===== src/rtl/sha256_block_padder.sv =====
// -----------------------------------------------------------------------------
// sha256_block_padder
//
// Reads NUM_OF_WORDS message words from the shared word-addressed memory and
// streams them, followed by SHA-256 padding (0x80000000, zero fill, 64-bit
// big-endian bit length), as complete 16-word blocks over valid/ready.
//
// Ports
//   clk            in   sole clock, rising edge
//   reset_n        in   asynchronous active-low reset
//   start          in   begins one message; sampled only in IDLE
//   message_addr   in   [15:0] word address of message word 0
//   mem_clk        out  copy of clk for the memory
//   mem_we         out  always 0 (read-only master)
//   mem_addr       out  [15:0] registered read address
//   mem_read_data  in   [31:0] read data; sampled on the edge after the one
//                       that registered mem_addr
//   out_valid      out  out_word is valid
//   out_ready      in   consumer accepts the word on this edge if out_valid
//   out_word       out  [31:0] message or padding word
//   out_block_last out  out_word is word 15 of a block
//   out_msg_last   out  out_word is the final word of the message
//   busy           out  high from the start edge until the final transfer
//   done           out  one-cycle pulse after the final transfer
// -----------------------------------------------------------------------------
module sha256_block_padder #(
    parameter int NUM_OF_WORDS = 20
) (
    input  logic        clk,
    input  logic        reset_n,
    input  logic        start,
    input  logic [15:0] message_addr,
    output logic        mem_clk,
    output logic        mem_we,
    output logic [15:0] mem_addr,
    input  logic [31:0] mem_read_data,
    output logic        out_valid,
    input  logic        out_ready,
    output logic [31:0] out_word,
    output logic        out_block_last,
    output logic        out_msg_last,
    output logic        busy,
    output logic        done
);

    localparam int          NUM_BLOCKS  = (NUM_OF_WORDS + 3 + 15) / 16;
    localparam int          TOTAL_WORDS = 16 * NUM_BLOCKS;
    localparam logic [63:0] BIT_LEN     = 64'(NUM_OF_WORDS) * 64'd32;

    // 16-bit copies of the index boundaries so comparisons stay same-width
    localparam logic [15:0] IDX_PAD    = 16'(NUM_OF_WORDS);
    localparam logic [15:0] IDX_END    = 16'(TOTAL_WORDS);
    localparam logic [15:0] IDX_LAST   = 16'(TOTAL_WORDS - 1);
    localparam logic [15:0] IDX_LEN_HI = 16'(TOTAL_WORDS - 2);

    typedef enum logic [1:0] {
        IDLE,
        RUN,
        FLUSH
    } state_t;

    state_t      state;
    logic [15:0] ri;          // next word index to issue
    logic [15:0] oi;          // index of the word at the FIFO head
    logic [15:0] base_addr;   // message_addr captured at start

    // One-deep issue pipeline: a word issued on edge E is pushed on E+1.
    // Generated words ride the same stage so FIFO order is index order.
    logic        pend;
    logic        pend_gen;
    logic [31:0] pend_word;
    logic        pend_bl;
    logic        pend_ml;

    // Second FIFO entry; the first entry is the out_* register set itself.
    logic        e1_valid;
    logic [31:0] e1_word;
    logic        e1_bl;
    logic        e1_ml;

    logic        xfer;
    logic        last_xfer;
    logic [1:0]  occ;
    logic [2:0]  committed;
    logic        issue;
    logic [31:0] gen_word;
    logic [31:0] push_word;

    assign mem_clk = clk;
    assign mem_we  = 1'b0;

    assign xfer      = out_valid && out_ready;
    assign last_xfer = xfer && (oi == IDX_LAST);
    assign occ       = {1'b0, out_valid} + {1'b0, e1_valid};

    // Slots already promised after this edge: stored words plus the word in
    // flight, minus the one leaving now. Counting the departing word is what
    // lets a 2-entry FIFO sustain one word per cycle without risking overflow.
    assign committed = {1'b0, occ} + {2'b00, pend} - {2'b00, xfer};
    assign issue     = (state == RUN) && (ri != IDX_END) && (committed < 3'd2);

    assign push_word = pend_gen ? pend_word : mem_read_data;

    // Padding word for a non-memory index. IDX_PAD never collides with the
    // length indices because there are always at least 3 padding words.
    always_comb begin
        gen_word = 32'h0000_0000;
        if (ri == IDX_PAD)
            gen_word = 32'h8000_0000;
        else if (ri == IDX_LEN_HI)
            gen_word = BIT_LEN[63:32];
        else if (ri == IDX_LAST)
            gen_word = BIT_LEN[31:0];
    end

    always_ff @(posedge clk or negedge reset_n) begin
        if (!reset_n) begin
            state          <= IDLE;
            ri             <= 16'd0;
            oi             <= 16'd0;
            base_addr      <= 16'd0;
            mem_addr       <= 16'd0;
            pend           <= 1'b0;
            pend_gen       <= 1'b0;
            pend_word      <= 32'd0;
            pend_bl        <= 1'b0;
            pend_ml        <= 1'b0;
            e1_valid       <= 1'b0;
            e1_word        <= 32'd0;
            e1_bl          <= 1'b0;
            e1_ml          <= 1'b0;
            out_valid      <= 1'b0;
            out_word       <= 32'd0;
            out_block_last <= 1'b0;
            out_msg_last   <= 1'b0;
            busy           <= 1'b0;
            done           <= 1'b0;
        end else begin
            done <= 1'b0;
            pend <= issue;

            // ---------------- issue stage ----------------
            if (issue) begin
                ri      <= ri + 16'd1;
                pend_bl <= (ri[3:0] == 4'hF);
                pend_ml <= (ri == IDX_LAST);
                if (ri < IDX_PAD) begin
                    mem_addr <= base_addr + ri;   // wraps modulo 2^16
                    pend_gen <= 1'b0;
                end else begin
                    pend_gen  <= 1'b1;
                    pend_word <= gen_word;
                end
            end

            // ---------------- FIFO ----------------
            if (xfer)
                oi <= oi + 16'd1;

            case ({xfer, pend})
                2'b11: begin
                    if (e1_valid) begin
                        out_word       <= e1_word;
                        out_block_last <= e1_bl;
                        out_msg_last   <= e1_ml;
                        e1_word        <= push_word;
                        e1_bl          <= pend_bl;
                        e1_ml          <= pend_ml;
                    end else begin
                        out_word       <= push_word;
                        out_block_last <= pend_bl;
                        out_msg_last   <= pend_ml;
                    end
                end
                2'b10: begin
                    // Head word stays put when nothing is behind it; only
                    // out_valid drops.
                    out_valid <= e1_valid;
                    e1_valid  <= 1'b0;
                    if (e1_valid) begin
                        out_word       <= e1_word;
                        out_block_last <= e1_bl;
                        out_msg_last   <= e1_ml;
                    end
                end
                2'b01: begin
                    if (!out_valid) begin
                        out_valid      <= 1'b1;
                        out_word       <= push_word;
                        out_block_last <= pend_bl;
                        out_msg_last   <= pend_ml;
                    end else begin
                        e1_valid <= 1'b1;
                        e1_word  <= push_word;
                        e1_bl    <= pend_bl;
                        e1_ml    <= pend_ml;
                    end
                end
                default: ;
            endcase

            // ---------------- control ----------------
            case (state)
                IDLE: begin
                    if (start) begin
                        state     <= RUN;
                        ri        <= 16'd0;
                        oi        <= 16'd0;
                        base_addr <= message_addr;
                        busy      <= 1'b1;
                    end
                end
                RUN: begin
                    if (issue && (ri == IDX_LAST))
                        state <= FLUSH;
                end
                FLUSH: begin
                    if (last_xfer) begin
                        state <= IDLE;
                        busy  <= 1'b0;
                        done  <= 1'b1;
                    end
                end
                default: state <= IDLE;
            endcase
        end
    end

endmodule

===== config.mk =====
export PLATFORM = sky130hd
export DESIGN_NAME = sha256_block_padder
export DESIGN_NICKNAME = d
export VERILOG_FILES = /design/src/rtl/sha256_block_padder.sv
export SDC_FILE = /design/constraint.sdc
export NUM_CORES = 1
export LEC_CHECK = 0
export ABC_AREA = 0
export CORE_ASPECT_RATIO = 0.75
export CORE_UTILIZATION = 55
export CTS_CLUSTER_DIAMETER = 60
export DETAILED_ROUTE_END_ITERATION = 16
export GPL_TIMING_DRIVEN = 0
export PLACE_DENSITY_LB_ADDON = 0.15
export SLEW_MARGIN = 20
export SYNTH_ARGS = -nofsm -noshare
export SYNTH_HDL_FRONTEND = slang
export SYNTH_SLANG_ARGS = --single-unit

===== constraint.sdc =====
create_clock -name clk -period 2.9 [get_ports clk]
set_input_delay 0.29 -clock clk [delete_from_list [all_inputs] [get_ports clk]]
set_output_delay 0.29 -clock clk [all_outputs]
set_load 0.05 [all_outputs]

==> metrics.yaml <==
antenna_found_initial: 0
rows: 36
yosys_warnings: 0
ys.flop_type: "dfrtp_1"
ys_seq_area_frac: 0.475
nets: 1082
timing.final.ws_setup_ns: 0.109
grt_max_degree: 90
drv_slew: 0
end_kind: "primary output"
worst-r2r-cell-count: 11
pin_count: 107
clk_latency_ns: 0.53
final_area_um2: 9670
routedWlPerCell_um: 16.9
synthCells: 873
syn2layout_area_growth_pct: 27.4
synthesis.nets: 951
antenna_left: 0
power_leakage_nw: 4.34
drive_above_1_share: 0.0787
ys_types: 49
power_frac_comb: 0.034
core_um2: 13200
total_power_mw: 4.95
rr_startpoint: "out_valid"
gp_congestion: 0.879
first_pass_iters: 5
reg2reg_slack_ns: 0.23
totalWireLength_um: 20100
n_fill_cell: 991
yosysMostFrequentCell: "nand2_1"
synth_seq_cells: 144
grt_pass1_vias: 6553
fin_skew_ns: 0.00936
p_switching_mw: 1.02
antennaDiodeCount: 0
layout.cells.non_filler: 1187
syn_area_um2: 7590
place_area_um2: 8890
fin_hold_ws_ns: 0.273
track_usage: 0.293
pwr-share-seq: 0.406
worstMarginPinSlew_ns: 0.615
overflow: 0
grt_pass1_wl_um: 32400
die-area_um2: 14300
synth_edf_count: 0
min_path_type: "in2async"
maxCapViolCount: 0
synthTopCellsByCount: "228 x nand2_1, 146 x o21ai_0, 144 x dfrtp_1"
worstSetupStartpointType: "clock port"
p_sw_frac: 0.207
ir_worst_vdd_mv: 0.514
viasPerCell: 5.88
cts_tree: "built"
rr_endpoint: "pend_word[9]"
vias: 6979
dpl.hpwl_um: 13800
rsz0062_at_grt: "no"
critPathKind: "clk2out"
drc: 0
power.density_nw_per_um2: 511
synthTopCellsByArea: "dfrtp_1 47%, nand2_1 11%, o21ai_0 9.6%"
status: "completed"
critPathMaxFanout: 2
die_width_um: 138
start_util: 0.573
portBuffers: 105
place_ws_ns: -0.398
synth_largest_area_cell: "dfrtp_1"
finalSetupViolCount: 0
die_h_um: 104
clk_pin_slew_ns: 0.06
synth_area_per_cell_um2: 8.70
clockPowerShare: 0.560
worstPathArrival_ns: 2.50
dp.cells: 1150
hold_violations: 0
synthArstFlopShare: 1.00
yosysTopAreaCellShare: 0.475
cp.required_ns: 2.61
drt_iter0_drc: 523
max-slew-margin-rel: 0.590
p_int_mw: 3.92
what timing repair did:
item,in CTS,in global routing
setup endpoints to repair,25,40
buffers inserted,0,3
hold buffers,1,0
pin swaps,0,1
gates cloned,0,0
resized for setup,5,5
hold endpoints to repair,55,0
metrics by stage:
step	utilization	setup TNS, ns
after floorplan	-	0
after global placement	0.669	-620.61
after detailed placement	0.671	-11.43
after CTS	0.728	0
after global routing	0.731	0
final	0.731	0
layout make-up:
type | count | area, um^2 | share of cell area
well taps | 171 | 214 | 0.0221
repair buffers | 109 | 1110 | 0.114
inverters | 19 | 71.3 | 0.00737
clock inverters | 9 | 179 | 0.0185
flip-flops and latches | 144 | 3600 | 0.373
plain buffers | 52 | 218 | 0.0225
multi-input cells | 657 | 3710 | 0.384
clock buffers | 26 | 569 | 0.0588
how the worst max path moves through the flow:
stage,startpoint,end,slack [ns],cells after the start
after floorplan,out_valid,pend_word[9],0.11,10
after global placement,reset_n,oi[12],-4.26,1
after detailed placement,out_ready,out_word[20],-0.40,11
after CTS,out_valid,pend_word[9],0.001,10
after global routing,out_valid,pend_word[9],0.04,11
final,clk,mem_clk,0.11,4
power groups by stage:
stage               sequential (mW)  clock [mW]  combinational [mW]
CTS                            2.01        2.79               0.169
floorplan                      2.05      0.0743              0.0361
global route                   2.01        2.88               0.185
detailed placement             2.05      0.0987               0.166
global placement               2.05      0.0987               0.160
finish                         2.01        2.77               0.167
kinds of logic after synthesis:
logic type                 Yosys count  share of synthesized area
adders and majority gates           26                     0.0438
AOI/OAI and AO/OA                  243                      0.186
other                                1                   0.000494
xor gates and xnor gates            31                     0.0358
buffers and inverters               72                     0.0377
and+or+nand+nor                    334                      0.188
muxes                               22                     0.0335
DFF                                144                      0.475
registers in the layout (all words and copies together) (netlist names):
register        flops
done                1
mem_addr           16
oi                 16
e1_bl               1
out_valid           1
base_addr          16
e1_ml               1
pend_bl             1
e1_word            32
e1_valid            1
state               2
out_msg_last        1
busy                1
pend_ml             1
pend                1
ri                 16
pend_gen            1
out_word           32
out_block_last      1
pend_word           2
metal layers:
layer,track usage,up-vias,part of all wire
met5,0,-,0
met4,0.109,0,0.013
met3,0.0661,34,0.077
met2,0.407,299,0.43
met1,0.443,3359,0.48
li1,-,3287,-
placed cells by master (no fill, tap or decap), types with 16 or more instances in the layout:
cell / n
ha_1: 25
a21oi_1: 19
clkbuf_1: 38
nand2_1: 228
mux2_2: 19
o21ai_0: 146
inv_1: 17
clkdlybuf4s50_1: 104
clkbuf_16: 20
dfrtp_1: 143
nor2_1: 33
a22oi_1: 34
xnor2_1: 16
worst max-delay path: stages:
cell	delay, ns
clkbuf_16	0.12
clkbuf_16	0.13
buf_4	0.12
clkdlybuf4s50_1	0.68
Note: power is estimated with default switching activity, not from simulation.
